<file path="src/rtl/pipe_ctrl_pkg.sv">
// Shared pipeline-control definitions: stall vectors, exception codes, FSM states.
package pipe_ctrl_pkg;

  // Stall vector bit order: [0]PC [1]IF [2]ID [3]EX [4]MEM [5]WB
  localparam logic [5:0] STALL_NONE = 6'b000000;
  localparam logic [5:0] STALL_IF   = 6'b000011;
  localparam logic [5:0] STALL_ID   = 6'b000111;
  localparam logic [5:0] STALL_EX   = 6'b001111;
  localparam logic [5:0] STALL_MEM  = 6'b011111;
  localparam logic [5:0] STALL_ALL  = 6'b111111;

  localparam logic [31:0] EXC_NONE    = 32'h0000_0000;
  localparam logic [31:0] EXC_INT     = 32'h0000_0001;
  localparam logic [31:0] EXC_SYSCALL = 32'h0000_0008;
  localparam logic [31:0] EXC_BREAK   = 32'h0000_0009;
  localparam logic [31:0] EXC_RI      = 32'h0000_000a;
  localparam logic [31:0] EXC_OV      = 32'h0000_000c;
  localparam logic [31:0] EXC_ERET    = 32'h0000_000e;

  localparam logic [31:0] EXC_VECTOR_DEF = 32'h0000_0020;

  typedef enum logic [1:0] {
    ST_RUN     = 2'd0,
    ST_MC_BUSY = 2'd1,
    ST_FREEZE  = 2'd2,
    ST_FLUSH   = 2'd3
  } state_t;

endpackage

</file>
<file path="src/rtl/pipe_ctrl_stall_watchdog.sv">
// Counts consecutive PC-stall cycles; raises a sticky flag at STALL_TIMEOUT.
// Counter saturates; flag clears only on reset or a clear pulse (pipeline flush).
module stall_watchdog #(
  parameter int STALL_TIMEOUT = 1024
) (
  input  logic clk,
  input  logic rst,
  input  logic stall_pc,
  input  logic clear,
  output logic timeout
);

  localparam int W = $clog2(STALL_TIMEOUT + 1);
  localparam logic [W-1:0] LIMIT = W'(STALL_TIMEOUT);

  logic [W-1:0] cnt;
  logic [W-1:0] cnt_nxt;

  always_comb begin
    cnt_nxt = '0;
    if (stall_pc) begin
      cnt_nxt = (cnt == LIMIT) ? cnt : cnt + W'(1);
    end
  end

  always_ff @(posedge clk or negedge rst) begin
    if (!rst) begin
      cnt     <= '0;
      timeout <= 1'b0;
    end else begin
      cnt <= cnt_nxt;
      if (clear) begin
        timeout <= 1'b0;
      end else if (cnt_nxt == LIMIT) begin
        timeout <= 1'b1;
      end
    end
  end

endmodule

</file>
<file path="src/rtl/pipe_ctrl.sv">
// Pipeline sequencer: merges stall requests, counts multi-cycle EX ops and
// turns MEM-stage exceptions into a freeze-then-flush with a redirect PC.
module pipe_ctrl
  import pipe_ctrl_pkg::*;
#(
  parameter logic [31:0] EXC_VECTOR    = EXC_VECTOR_DEF,
  parameter int          STALL_TIMEOUT = 1024,
  parameter int          CNT_W         = 6
) (
  input  logic             clk,
  input  logic             rst,
  input  logic             stallreq_if,
  input  logic             stallreq_id,
  input  logic             stallreq_ex,
  input  logic             stallreq_mem,
  input  logic             ex_mc_start,
  input  logic [CNT_W-1:0] ex_mc_len,
  input  logic [31:0]      excepttype_i,
  input  logic [31:0]      cp0_epc_i,
  output logic [5:0]       stall,
  output logic             flush,
  output logic [31:0]      new_pc,
  output logic [CNT_W-1:0] ex_mc_cnt,
  output logic             ex_mc_done,
  output logic             stall_timeout
);

  state_t           state, state_nxt;
  logic [CNT_W-1:0] len_q, len_nxt, cnt_nxt;
  logic [31:0]      new_pc_nxt;
  logic [5:0]       stall_c;
  logic             exc_take, last, mc_req, done_c;

  always_comb begin
    state_nxt  = state;
    cnt_nxt    = ex_mc_cnt;
    len_nxt    = len_q;
    new_pc_nxt = new_pc;
    stall_c    = STALL_NONE;
    done_c     = 1'b0;
    mc_req     = 1'b0;
    last       = (ex_mc_cnt == len_q - CNT_W'(1));
    exc_take   = ((state == ST_RUN) || (state == ST_MC_BUSY)) &&
                 (excepttype_i != EXC_NONE) && !stallreq_mem;

    if (state == ST_RUN)     mc_req = ex_mc_start;
    if (state == ST_MC_BUSY) mc_req = !last;

    // FREEZE/FLUSH ignore every request; otherwise the deepest request wins.
    if      (state == ST_FREEZE)          stall_c = STALL_ALL;
    else if (state == ST_FLUSH)           stall_c = STALL_NONE;
    else if (exc_take)                    stall_c = STALL_ALL;
    else if (stallreq_mem)                stall_c = STALL_MEM;
    else if (stallreq_ex || mc_req)       stall_c = STALL_EX;
    else if (stallreq_id)                 stall_c = STALL_ID;
    else if (stallreq_if)                 stall_c = STALL_IF;

    done_c = (state == ST_MC_BUSY) && last && !exc_take;

    if (exc_take) begin
      state_nxt  = ST_FREEZE;
      cnt_nxt    = '0;
      new_pc_nxt = (excepttype_i == EXC_ERET) ? cp0_epc_i : EXC_VECTOR;
    end else begin
      case (state)
        ST_RUN: begin
          if (ex_mc_start && !stall_c[4]) begin
            state_nxt = ST_MC_BUSY;
            len_nxt   = (ex_mc_len == '0) ? CNT_W'(1) : ex_mc_len;
            cnt_nxt   = '0;
          end
        end
        ST_MC_BUSY: begin
          if (!stall_c[4]) begin
            if (last) begin
              state_nxt = ST_RUN;
              cnt_nxt   = '0;
            end else begin
              cnt_nxt = ex_mc_cnt + CNT_W'(1);
            end
          end
        end
        ST_FREEZE: state_nxt = ST_FLUSH;
        ST_FLUSH:  state_nxt = ST_RUN;
        default:   state_nxt = ST_RUN;
      endcase
    end
  end

  assign stall      = rst ? stall_c : STALL_NONE;
  assign ex_mc_done = rst & done_c;
  assign flush      = (state == ST_FLUSH);

  always_ff @(posedge clk or negedge rst) begin
    if (!rst) begin
      state     <= ST_RUN;
      ex_mc_cnt <= '0;
      len_q     <= '0;
      new_pc    <= '0;
    end else begin
      state     <= state_nxt;
      ex_mc_cnt <= cnt_nxt;
      len_q     <= len_nxt;
      new_pc    <= new_pc_nxt;
    end
  end

  stall_watchdog #(
    .STALL_TIMEOUT(STALL_TIMEOUT)
  ) u_watchdog (
    .clk     (clk),
    .rst     (rst),
    .stall_pc(stall[0]),
    .clear   (flush),
    .timeout (stall_timeout)
  );

endmodule

</file>
<file path="config.mk">
export PLATFORM = sky130hd
export DESIGN_NAME = pipe_ctrl
export DESIGN_NICKNAME = d
export VERILOG_FILES = /design/src/rtl/pipe_ctrl_pkg.sv /design/src/rtl/pipe_ctrl_stall_watchdog.sv /design/src/rtl/pipe_ctrl.sv
export SDC_FILE = /design/constraint.sdc
export NUM_CORES = 1
export LEC_CHECK = 0
export BUFFER_PORTS_ARGS = -buffer_cell sky130_fd_sc_hd__buf_2
export CAP_MARGIN = 15
export CORE_ASPECT_RATIO = 1.4
export CORE_MARGIN = 1
export CORE_UTILIZATION = 51
export DETAILED_ROUTE_END_ITERATION = 10
export GPL_TIMING_DRIVEN = 1
export PLACE_DENSITY = 0.83
export REMOVE_ABC_BUFFERS = 1
export SLEW_MARGIN = 20
export SYNTH_ARGS = -nofsm -noshare
export SYNTH_HDL_FRONTEND = slang
export SYNTH_SLANG_ARGS = --single-unit
</file>
<file path="constraint.sdc">
create_clock -name clk -period 3.9 [get_ports clk]
set_input_delay 0.39 -clock clk [delete_from_list [all_inputs] [get_ports clk]]
set_output_delay 0.39 -clock clk [all_outputs]
set_load 0.01 [all_outputs]
</file>
==> metrics.txt, run 1 <==
# TYPE chip_impl_metric gauge
chip_impl_metric{name="static_leakage_power",unit="nW"} 1.92
chip_impl_metric{name="final_nets",unit=""} 469
chip_impl_metric{name="max-cap-violations",unit=""} 0
chip_impl_info{name="yosys.area.top_type",value="sky130_fd_sc_hd__dfrtp_1"} 1
chip_impl_info{name="yosys_most_used_dff",value="sky130_fd_sc_hd__dfrtp_1"} 1
chip_impl_metric{name="mappedNetlistArea",unit="µm²"} 2810
chip_impl_info{name="crit_path_start_kind",value="flip-flop"} 1
chip_impl_info{name="critPathKind",value="flip-flop to output pin"} 1
chip_impl_metric{name="clock.fmax",unit="GHz"} 0.313
chip_impl_metric{name="timing.critical_path.arrival",unit="ps"} 2810
chip_impl_metric{name="timing.slew.headroom",unit="%"} 47.4
chip_impl_metric{name="cts_made_buffers",unit=""} 9
chip_impl_metric{name="globalRouteOverflowTotal",unit=""} 0
chip_impl_metric{name="dieArea",unit="µm²"} 5820
chip_impl_metric{name="starting_density_of_the_core",unit="%"} 53.7
chip_impl_metric{name="coreArea",unit="µm²"} 5240
chip_impl_metric{name="number_of_unique_standard_cell_types_used_by_synthesis",unit=""} 47
chip_impl_metric{name="final_max_slew_viol_count",unit=""} 0
chip_impl_metric{name="clock_path_buffers",unit=""} 2
chip_impl_info{name="run_status",value="completed"} 1
chip_impl_metric{name="setup_viol",unit=""} 0
chip_impl_metric{name="drive_above_1_share",unit="%"} 39.4
chip_impl_metric{name="crit_required",unit="ps"} 3510
chip_impl_metric{name="gr-usage-all-layers",unit="%"} 26.2
chip_impl_metric{name="core.rowCount",unit=""} 31
chip_impl_metric{name="viasPerCell",unit=""} 5.62
chip_impl_info{name="reg2reg_to",value="u_watchdog.cnt[1]"} 1
chip_impl_metric{name="pwr_density_cell",unit="nW/µm²"} 430
chip_impl_metric{name="initial_antenna_violation_count",unit=""} 0
chip_impl_metric{name="mean_area_per_synthesized_cell",unit="µm²"} 10.6
chip_impl_metric{name="synth_edf_count",unit=""} 0
chip_impl_info{name="yosys-top-cells-count",value="58 x sky130_fd_sc_hd__dfrtp_1, 32 x sky130_fd_sc_hd__a22o_1, 23 x sky130_fd_sc_hd__nor2_1"} 1
chip_impl_metric{name="hold_viol",unit=""} 0
chip_impl_info{name="grt_setup_unrepaired",value="no"} 1
chip_impl_metric{name="final.period_utilization",unit="%"} 82.0
chip_impl_metric{name="worst-r2r-cell-count",unit=""} 8
chip_impl_metric{name="cts_htree_levels",unit=""} 3
chip_impl_metric{name="route.vias.total",unit=""} 2578
chip_impl_metric{name="remaining_drc_errors",unit=""} 0
chip_impl_metric{name="yosysWarnings",unit=""} 0
chip_impl_metric{name="drt_first_iter_violations",unit=""} 196
chip_impl_metric{name="dp_hpwl",unit="µm"} 5080
chip_impl_metric{name="skew",unit="ps"} 6.98
chip_impl_metric{name="worst_slack",unit="ps"} 701
chip_impl_metric{name="cp_max_fo",unit=""} 11
chip_impl_metric{name="totalPowerFinal",unit="mW"} 1.59
chip_impl_metric{name="antenna_violating_nets_post_route",unit=""} 0
chip_impl_metric{name="synth_top_area_share",unit="%"} 51.6
chip_impl_metric{name="via_count_of_the_first_global_routing_pass",unit=""} 2559
chip_impl_metric{name="cts.clk_slew.worst_paths",unit="ps"} 60
chip_impl_metric{name="seq_area_frac_synth",unit="%"} 51.6
chip_impl_metric{name="drt-pass1-iter-count",unit=""} 5
chip_impl_info{name="cell_with_the_most_instances_after_synthesis",value="sky130_fd_sc_hd__dfrtp_1"} 1
chip_impl_metric{name="grt_pass1_wl",unit="µm"} 11700
chip_impl_metric{name="timing.setup.tns",unit="ps"} 0
chip_impl_metric{name="ff2ff_setup_slack",unit="ps"} 1440
chip_impl_info{name="tritoncts",value="done"} 1
chip_impl_metric{name="grt_max_degree",unit=""} 60
chip_impl_metric{name="synth-seq-cells",unit=""} 58
chip_impl_metric{name="clock_insertion_delay_worst_skew",unit="ps"} 330
chip_impl_metric{name="tritoncts_num_sinks",unit=""} 58
chip_impl_info{name="regToRegStartpoint",value="len_q[0]"} 1
chip_impl_metric{name="syn-instance-count",unit=""} 265
chip_impl_info{name="netlist_top_cells_area",value="sky130_fd_sc_hd__dfrtp_1 52%, sky130_fd_sc_hd__a22o_1 10%, sky130_fd_sc_hd__xor2_1 3.4%, sky130_fd_sc_hd__nor2_1 3.1%, sky130_fd_sc_hd__nor4_1 2.0%"} 1
chip_impl_metric{name="pin_count",unit=""} 124
chip_impl_metric{name="holdBufCountCts",unit=""} 0
chip_impl_metric{name="tightest_slew",unit="ps"} 789
chip_impl_metric{name="cts-resized-gates",unit=""} 0
chip_impl_metric{name="postCtsSetupBuffers",unit=""} 0
chip_impl_metric{name="avgRoutedWirePerCell",unit="µm"} 14.9
chip_impl_metric{name="gp_congestion",unit=""} 0.865
chip_impl_metric{name="postSynth.asyncResetShare",unit="%"} 100
chip_impl_metric{name="total_inserted_antenna_cells",unit=""} 0
chip_impl_metric{name="die_h",unit="µm"} 89.9
chip_impl_info{name="worst_setup_path_end_kind",value="output pin"} 1
chip_impl_metric{name="layout-area-overhead-vs-synth",unit="%"} 31.3
chip_impl_metric{name="peak_ir_drop_on_the_vdd_network",unit="mV"} 0.325
chip_impl_metric{name="die_x",unit="µm"} 64.8
chip_impl_metric{name="worst_slack_at_placement",unit="ps"} 1060
chip_impl_info{name="clk_root_buffer_cell",value="sky130_fd_sc_hd__clkbuf_8"} 1
chip_impl_metric{name="numPortBuffers",unit=""} 123
chip_impl_info{name="holdCritPathClass",value="input pin to asynchronous set/reset pin"} 1
chip_impl_metric{name="drt-total-wl",unit="µm"} 6860
chip_impl_metric{name="min_period",unit="ps"} 3200
[logic make-up (layout without fill, tap and decap cells)]
| kind of cell | count (synthesis) | count (layout) | synth area share (%) |
|---|---|---|---|
| AND/OR/NAND/NOR | 86 | 86 | 15.8 |
| AO/OA/AOI/OAI | 70 | 70 | 20.1 |
| flip-flops | 58 | 58 | 51.6 |
| buffers and inverters | 26 | 154 | 3.87 |
| XOR/XNOR | 17 | 17 | 5.29 |
| adder cells (fa/ha/maj) | 4 | 4 | 1.78 |
| multiplexers | 4 | 4 | 1.60 |
[critical path, cell delays in order, from the launching register on]
cell	delay, ps
sky130_fd_sc_hd__dfrtp_1	400
sky130_fd_sc_hd__inv_1	80
sky130_fd_sc_hd__ha_1	250
sky130_fd_sc_hd__o21ba_2	210
sky130_fd_sc_hd__a221oi_1	280
sky130_fd_sc_hd__a41oi_1	110
sky130_fd_sc_hd__o21ai_0	480
sky130_fd_sc_hd__a21o_1	420
sky130_fd_sc_hd__inv_1	100
sky130_fd_sc_hd__buf_2	150
[metrics by stage]
stage          cells  util, %  instance area [µm²]  hold WS, ps
5_1_grt          459     70.5                 3690          262
2_1_floorplan    251        -                 2750         94.4
3_3_place_gp     443     66.4                 3480          484
6_report         459     70.5                 3690          228
3_5_place_dp     443     66.4                 3480          488
4_1_cts          459     70.5                 3690          251
[cells in the final DEF (no fill, tap or decap), types with 4 or more instances in the layout]
| cell type | netlist | routed |
|---|---|---|
| sky130_fd_sc_hd__buf_2 | 3 | 123 |
| sky130_fd_sc_hd__dfrtp_1 | 58 | 58 |
| sky130_fd_sc_hd__a22o_1 | 32 | 32 |
| sky130_fd_sc_hd__nor2_1 | 23 | 23 |
| sky130_fd_sc_hd__inv_1 | 12 | 12 |
| sky130_fd_sc_hd__nand2_1 | 12 | 12 |
| sky130_fd_sc_hd__xor2_1 | 11 | 11 |
| sky130_fd_sc_hd__nor4_1 | 9 | 9 |
| sky130_fd_sc_hd__clkbuf_8 | 0 | 9 |
| sky130_fd_sc_hd__a21oi_1 | 7 | 7 |
| sky130_fd_sc_hd__nand3_1 | 7 | 7 |
| sky130_fd_sc_hd__nand4_1 | 7 | 7 |
| sky130_fd_sc_hd__nor3_1 | 7 | 6 |
| sky130_fd_sc_hd__xnor2_1 | 6 | 6 |
| sky130_fd_sc_hd__o21ai_0 | 6 | 6 |
| sky130_fd_sc_hd__mux2_2 | 4 | 4 |
| sky130_fd_sc_hd__ha_1 | 4 | 4 |
[worst max-delay path by stage]
stage,to,slack (ps),startpoint
2_1_floorplan,new_pc[5],920,excepttype_i[0]
3_3_place_gp,ex_mc_cnt[3],1160,excepttype_i[0]
3_5_place_dp,ex_mc_cnt[4],1060,excepttype_i[16]
4_1_cts,stall[1],710,len_q[0]
5_1_grt,stall[1],460,len_q[0]
6_report,stall[1],700,len_q[0]
[layer usage]
layer | vias to the layer above | GRT usage, % | routed length, µm
li1 | 1224 | - | -
met2 | 89 | 44.6 | 3660
met1 | 1253 | 31.6 | 2770
met3 | 12 | 5.33 | 301
met5 | - | 0 | 0
met4 | 0 | 10.7 | 127
[layout make-up]
type                            count  area (µm²)
Timing Repair Buffer              126         638
Fill cell                         410        1540
Multi-Input combinational cell    181        1260
Clock buffer                        9         124
Tap cell                           66        82.6
Sequential cell                    58        1450
Clock inverter                      7        93.8
Inverter                           12        45.0
[state kept, by name (all words and copies together) (netlist names)]
register            cells
new_pc                 32
len_q                   6
u_watchdog.timeout      1
u_watchdog.cnt         11
state                   2
ex_mc_cnt               6
[report_power, final]
| part | switching [mW] | internal, mW | leakage, nW | total, mW |
|---|---|---|---|---|
| clock network | 0.240 | 0.358 | 0.105 | 0.598 |
| registers | 0.0514 | 0.627 | 0.789 | 0.679 |
| logic | 0.186 | 0.124 | 1.03 | 0.310 |
No activity file was read; power rests on OpenSTA's default activity.
==> run 2, diff against run 1 <==
- CORE_UTILIZATION: 51 -> 47
- PLACE_DENSITY: 0.83 -> 0.78
- clock period: 3.9 -> 3.3 ns (I/O delays scaled with it)
==> run 2 against run 1 <==
  * Clock skew about the same
  * Die area is 8.3% higher
  * Total power grew 14%
  * Via count down 0.58%
  * Sequential power grew 18%
==> metrics.txt, run 2 (same netlist as run 1, synthesis figures left out) <==
# TYPE chip_impl_metric gauge
chip_impl_info{name="run_status",value="completed"} 1
chip_impl_metric{name="tritoncts_num_sinks",unit=""} 58
chip_impl_metric{name="dp_cells",unit=""} 450
chip_impl_metric{name="worst_slack",unit="ps"} 444
chip_impl_metric{name="tightest_slew",unit="ps"} 711
chip_impl_metric{name="globalRouteOverflowTotal",unit=""} 0
chip_impl_info{name="reg_top3",value="new_pc: 32 flops, u_watchdog.cnt: 11 flops"} 1
chip_impl_metric{name="cp_max_fo",unit=""} 11
chip_impl_metric{name="total_buffers_and_inverters_traversed_by_the_critical_path",unit=""} 5
chip_impl_metric{name="clock_insertion_delay_worst_skew",unit="ps"} 330
chip_impl_metric{name="total_inserted_antenna_cells",unit=""} 0
chip_impl_metric{name="filler_cell_count",unit=""} 501
chip_impl_metric{name="setup_viol",unit=""} 0
chip_impl_metric{name="core.rowCount",unit=""} 33
chip_impl_metric{name="gp_congestion",unit=""} 0.876
chip_impl_metric{name="route.vias.total",unit=""} 2563
chip_impl_metric{name="drt-pass1-iter-count",unit=""} 4
chip_impl_metric{name="clock_path_buffers",unit=""} 2
chip_impl_info{name="grt_setup_unrepaired",value="no"} 1
chip_impl_info{name="reg2reg_to",value="u_watchdog.cnt[2]"} 1
chip_impl_info{name="critPathKind",value="flip-flop to output pin"} 1
chip_impl_metric{name="multi_input_comb_area",unit="µm²"} 1260
chip_impl_metric{name="grt_max_degree",unit=""} 60
chip_impl_info{name="crit_family",value="compound AO/OA/AOI/OAI gates"} 1
chip_impl_metric{name="layout-area-overhead-vs-synth",unit="%"} 31.3
chip_impl_metric{name="hold_ws",unit="ps"} 172
chip_impl_metric{name="starting_density_of_the_core",unit="%"} 48.3
chip_impl_metric{name="postCtsSetupBuffers",unit=""} 0
chip_impl_metric{name="final_max_slew_viol_count",unit=""} 0
chip_impl_metric{name="final.period_utilization",unit="%"} 86.5
chip_impl_metric{name="max-cap-violations",unit=""} 0
chip_impl_metric{name="cts-resized-gates",unit=""} 0
chip_impl_info{name="timing.critical_path.cells",value="inv_1 > ha_1 > o21ba_2 > a221oi_1 > a41oi_1 > o21ai_0 > buf_4 > a21o_1 > buf_4 > inv_1 > buf_2"} 1
chip_impl_metric{name="remaining_drc_errors",unit=""} 0
chip_impl_metric{name="cts_htree_levels",unit=""} 3
chip_impl_metric{name="skew",unit="ps"} 6.96
chip_impl_info{name="clk_root_buffer_cell",value="sky130_fd_sc_hd__clkbuf_8"} 1
chip_impl_metric{name="die_x",unit="µm"} 67.4
chip_impl_metric{name="timing.slew.headroom",unit="%"} 52.6
chip_impl_metric{name="peak_ir_drop_on_the_vdd_network",unit="mV"} 0.259
chip_impl_metric{name="cts_made_buffers",unit=""} 9
chip_impl_info{name="mostFrequentLayoutCells",value="123 x sky130_fd_sc_hd__buf_2, 58 x sky130_fd_sc_hd__dfrtp_1, 32 x sky130_fd_sc_hd__a22o_1, 23 x sky130_fd_sc_hd__nor2_1"} 1
chip_impl_metric{name="antenna_violating_nets_post_route",unit=""} 0
chip_impl_metric{name="static_leakage_power",unit="nW"} 1.93
chip_impl_metric{name="worst_slack_at_placement",unit="ps"} 852
chip_impl_metric{name="pwr_density_cell",unit="nW/µm²"} 491
chip_impl_metric{name="clock.fmax",unit="GHz"} 0.350
chip_impl_metric{name="timing.critical_path.arrival",unit="ps"} 2530
chip_impl_metric{name="dieArea",unit="µm²"} 6310
chip_impl_metric{name="die_h",unit="µm"} 93.6
chip_impl_metric{name="totalPowerFinal",unit="mW"} 1.82
chip_impl_metric{name="timing.setup.tns",unit="ps"} 0
chip_impl_metric{name="viasPerCell",unit=""} 5.52
chip_impl_metric{name="ff2ff_setup_slack",unit="ps"} 1120
chip_impl_metric{name="drive_above_1_share",unit="%"} 39.6
chip_impl_metric{name="drt_first_iter_violations",unit=""} 118
chip_impl_metric{name="numPortBuffers",unit=""} 123
chip_impl_metric{name="drt-total-wl",unit="µm"} 6810
chip_impl_metric{name="crit_required",unit="ps"} 2970
chip_impl_metric{name="initial_antenna_violation_count",unit=""} 1
chip_impl_info{name="regToRegStartpoint",value="len_q[0]"} 1
chip_impl_metric{name="coreArea",unit="µm²"} 5820
chip_impl_metric{name="largest_register_ff_count",unit=""} 32
chip_impl_metric{name="post_dp_cell_area",unit="µm²"} 3500
chip_impl_metric{name="post-route-util",unit="%"} 63.5
chip_impl_metric{name="postLayoutCellArea",unit="µm²"} 3690
chip_impl_metric{name="final_cells",unit=""} 464
chip_impl_metric{name="cts.clk_slew.worst_paths",unit="ps"} 60
chip_impl_metric{name="dp_hpwl",unit="µm"} 5040
chip_impl_metric{name="pin_count",unit=""} 124
chip_impl_metric{name="final_nets",unit=""} 472
chip_impl_metric{name="final-seq-area",unit="µm²"} 1450
chip_impl_info{name="layout.cells.most_common",value="sky130_fd_sc_hd__buf_2"} 1
chip_impl_info{name="slowest_stage",value="sky130_fd_sc_hd__dfrtp_1"} 1
chip_impl_metric{name="worst-r2r-cell-count",unit=""} 10
chip_impl_info{name="tritoncts",value="done"} 1
chip_impl_metric{name="holdBufCountCts",unit=""} 0
chip_impl_info{name="critPathLaunch",value="len_q[0]"} 1
chip_impl_metric{name="min_period",unit="ps"} 2860
chip_impl_info{name="registers.top_by_ff_count",value="new_pc"} 1
chip_impl_metric{name="critPathMaxStageDelay",unit="ps"} 390
chip_impl_metric{name="gr-usage-all-layers",unit="%"} 23.3
chip_impl_metric{name="avgRoutedWirePerCell",unit="µm"} 14.7
chip_impl_info{name="crit_path_start_kind",value="flip-flop"} 1
chip_impl_info{name="worst_setup_path_end_kind",value="output pin"} 1
chip_impl_metric{name="hold_viol",unit=""} 0
chip_impl_metric{name="via_count_of_the_first_global_routing_pass",unit=""} 2380
chip_impl_info{name="holdCritPathClass",value="input pin to asynchronous set/reset pin"} 1
chip_impl_metric{name="grt_pass1_wl",unit="µm"} 10800
## run 2: worst max-delay path by stage
stage                     end  slack (ps)  cells after the start
floorplan           new_pc[5]         380                      4
global placement     stall[1]         910                     11
detailed placement   stall[1]         850                     11
CTS                  stall[0]         450                     11
global route         stall[0]         350                     11
finish               stall[0]         440                     11
## run 2: layer usage
metal	share of wire [%]	global-route usage, %
met1	40	27.7
met2	51	38.7
met5	0.21	0
met3	6.2	6.46
met4	2.4	9.57
## run 2: area by class of cell
class	instances	area share (%)
sequential	58	39.3
multi-input combinational	181	34.1
timing repair buffer	129	17.9
clock buffer	11	4.10
tap	70	2.37
inverter	12	1.22
clock inverter	3	1.08
## run 2: report_power, final
part / internal (mW) / leakage [nW] / switching (mW)
clock network: 0.378 / 0.101 / 0.254
registers: 0.742 / 0.789 / 0.0576
logic: 0.157 / 1.04 / 0.227
total: 1.28 / 1.93 / 0.538
==> run 3, diff against run 2 <==
- PLACE_DENSITY: 0.78 -> 0.8
==> run 3 against run 2 <==
  * Maximum frequency is 3.2% lower
  * Die area unchanged
  * Combinational power barely moved
  * Sequential share of layout area fell by 0.47 points
  * Total power rose by 9.8%
  * Largest power group is now the clock network
==> metrics.txt, run 3 (same netlist as run 1, synthesis figures left out) <==
# TYPE chip_impl_metric gauge
chip_impl_info{name="run_status",value="completed"} 1
chip_impl_info{name="holdCritPathClass",value="input pin to asynchronous set/reset pin"} 1
chip_impl_metric{name="clock_path_buffers",unit=""} 2
chip_impl_metric{name="remaining_drc_errors",unit=""} 0
chip_impl_metric{name="total_buffers_and_inverters_traversed_by_the_critical_path",unit=""} 3
chip_impl_metric{name="initial_antenna_violation_count",unit=""} 0
chip_impl_metric{name="filler_cell_count",unit=""} 460
chip_impl_metric{name="final_nets",unit=""} 470
chip_impl_metric{name="cts_htree_levels",unit=""} 3
chip_impl_metric{name="drt-total-wl",unit="µm"} 6950
chip_impl_metric{name="tritoncts_num_sinks",unit=""} 58
chip_impl_metric{name="grt_pass1_wl",unit="µm"} 10800
chip_impl_metric{name="antenna_violating_nets_post_route",unit=""} 0
chip_impl_metric{name="crit_required",unit="ps"} 2970
chip_impl_metric{name="timing.setup.tns",unit="ps"} 0
chip_impl_info{name="regToRegStartpoint",value="len_q[0]"} 1
chip_impl_metric{name="timing.critical_path.arrival",unit="ps"} 2620
chip_impl_info{name="layout.cells.most_common",value="sky130_fd_sc_hd__buf_2"} 1
chip_impl_info{name="timing.critical_path.mode_cell",value="sky130_fd_sc_hd__inv_1"} 1
chip_impl_metric{name="final.period_utilization",unit="%"} 89.4
chip_impl_metric{name="grt_max_degree",unit=""} 59
chip_impl_metric{name="dieArea",unit="µm²"} 6310
chip_impl_metric{name="cts_made_buffers",unit=""} 9
chip_impl_metric{name="cts-resized-gates",unit=""} 0
chip_impl_metric{name="via_count_of_the_first_global_routing_pass",unit=""} 2379
chip_impl_metric{name="critPathMaxStageDelay",unit="ps"} 500
chip_impl_metric{name="starting_density_of_the_core",unit="%"} 48.3
chip_impl_metric{name="numPortBuffers",unit=""} 123
chip_impl_info{name="critPathKind",value="flip-flop to output pin"} 1
chip_impl_info{name="mostFrequentLayoutCells",value="123 x sky130_fd_sc_hd__buf_2, 58 x sky130_fd_sc_hd__dfrtp_1, 32 x sky130_fd_sc_hd__a22o_1, 23 x sky130_fd_sc_hd__nor2_1"} 1
chip_impl_metric{name="layout-area-overhead-vs-synth",unit="%"} 32.9
chip_impl_metric{name="static_leakage_power",unit="nW"} 1.95
chip_impl_metric{name="multi_input_comb_area",unit="µm²"} 1260
chip_impl_info{name="tritoncts",value="done"} 1
chip_impl_info{name="critPathLaunch",value="len_q[0]"} 1
chip_impl_metric{name="viasPerCell",unit=""} 5.47
chip_impl_metric{name="die_x",unit="µm"} 67.4
chip_impl_metric{name="peak_ir_drop_on_the_vdd_network",unit="mV"} 0.477
chip_impl_metric{name="max-cap-violations",unit=""} 0
chip_impl_info{name="reg_top3",value="new_pc: 32 flops, u_watchdog.cnt: 11 flops"} 1
chip_impl_metric{name="post-route-util",unit="%"} 64.2
chip_impl_info{name="slowest_stage",value="sky130_fd_sc_hd__o21ai_0"} 1
chip_impl_metric{name="core.rowCount",unit=""} 33
chip_impl_metric{name="setup_viol",unit=""} 0
chip_impl_metric{name="avgRoutedWirePerCell",unit="µm"} 14.9
chip_impl_metric{name="postLayoutCellArea",unit="µm²"} 3740
chip_impl_info{name="clk_root_buffer_cell",value="sky130_fd_sc_hd__clkbuf_8"} 1
chip_impl_metric{name="final_max_slew_viol_count",unit=""} 0
chip_impl_metric{name="globalRouteOverflowTotal",unit=""} 0
chip_impl_metric{name="coreArea",unit="µm²"} 5820
chip_impl_metric{name="holdBufCountCts",unit=""} 0
chip_impl_metric{name="postCtsSetupBuffers",unit=""} 0
chip_impl_metric{name="cp_max_fo",unit=""} 5
chip_impl_info{name="registers.top_by_ff_count",value="new_pc"} 1
chip_impl_metric{name="final-seq-area",unit="µm²"} 1450
chip_impl_metric{name="pin_count",unit=""} 124
chip_impl_metric{name="skew",unit="ps"} 8.36
chip_impl_info{name="grt_setup_unrepaired",value="no"} 1
chip_impl_metric{name="gp_congestion",unit=""} 0.833
chip_impl_info{name="crit_path_start_kind",value="flip-flop"} 1
chip_impl_metric{name="clock.fmax",unit="GHz"} 0.339
chip_impl_metric{name="cts.clk_slew.worst_paths",unit="ps"} 70
chip_impl_metric{name="route.vias.total",unit=""} 2545
chip_impl_metric{name="min_period",unit="ps"} 2950
chip_impl_metric{name="tightest_slew",unit="ps"} 706
chip_impl_metric{name="drive_above_1_share",unit="%"} 39.6
chip_impl_metric{name="timing.slew.headroom",unit="%"} 52.9
chip_impl_metric{name="largest_register_ff_count",unit=""} 32
chip_impl_metric{name="clock_insertion_delay_worst_skew",unit="ps"} 340
chip_impl_metric{name="die_h",unit="µm"} 93.6
chip_impl_metric{name="ff2ff_setup_slack",unit="ps"} 820
chip_impl_metric{name="dp_hpwl",unit="µm"} 5000
chip_impl_metric{name="drt-pass1-iter-count",unit=""} 5
chip_impl_metric{name="gr-usage-all-layers",unit="%"} 23.4
chip_impl_info{name="worst_setup_path_end_kind",value="output pin"} 1
chip_impl_metric{name="hold_viol",unit=""} 0
chip_impl_metric{name="pwr_density_cell",unit="nW/µm²"} 533
chip_impl_metric{name="drt_first_iter_violations",unit=""} 121
chip_impl_metric{name="post_dp_cell_area",unit="µm²"} 3490
chip_impl_info{name="timing.critical_path.cells",value="inv_1 > ha_1 > o21ba_2 > a221oi_1 > a41oi_1 > o21ai_0 > a21o_1 > inv_1 > buf_2"} 1
chip_impl_info{name="crit_family",value="compound AO/OA/AOI/OAI gates"} 1
[run 3: routing by layer]
metal,part of all wire [%],GRT usage (%),routed length [µm],vias up
met5,0,0,0,-
met4,2.5,11.2,171,0
met3,8.7,7.93,603,12
met2,50,38.4,3460,125
met1,39,26.6,2710,1179
li1,-,-,-,1229
[run 3: worst paths after layout]
| path | endpoint | depth (start not counted) |
|---|---|---|
| worst max-delay path | stall[1] | 9 |
| worst min-delay path | new_pc[31] | 2 |
| worst max register to register | u_watchdog.cnt[9] | 9 |
| worst min register to register | new_pc[15] | 1 |
| max in group asynchronous | len_q[5] | 2 |
| min in group clk | new_pc[7] | 2 |
[run 3: through the flow]
step / worst slack (ps) / hold WS, ps / instances / power (mW)
finish: 349 / 171 / 465 / 1.99
global route: 95.0 / 180 / 464 / 2.10
CTS: 361 / 181 / 464 / 2.01
detailed placement: 758 / 485 / 448 / 1.19
global placement: 782 / 484 / 448 / 1.18
floorplan: 375 / 34.4 / 251 / 1.01
[run 3: cell type report]
class                   instances  area share [%]
flip-flops and latches         58            38.8
repair buffers                127            17.3
multi-input cells             181            33.7
clock buffers                   9            3.31
well taps                      70            2.34
clock inverters                 7            3.35
inverters                      12            1.20
diodes                          1          0.0669
[run 3: power breakdown]
part / internal (mW) / switching, mW / total [mW]
registers: 0.741 / 0.0614 / 0.802
logic: 0.151 / 0.231 / 0.382
clock network: 0.508 / 0.302 / 0.809
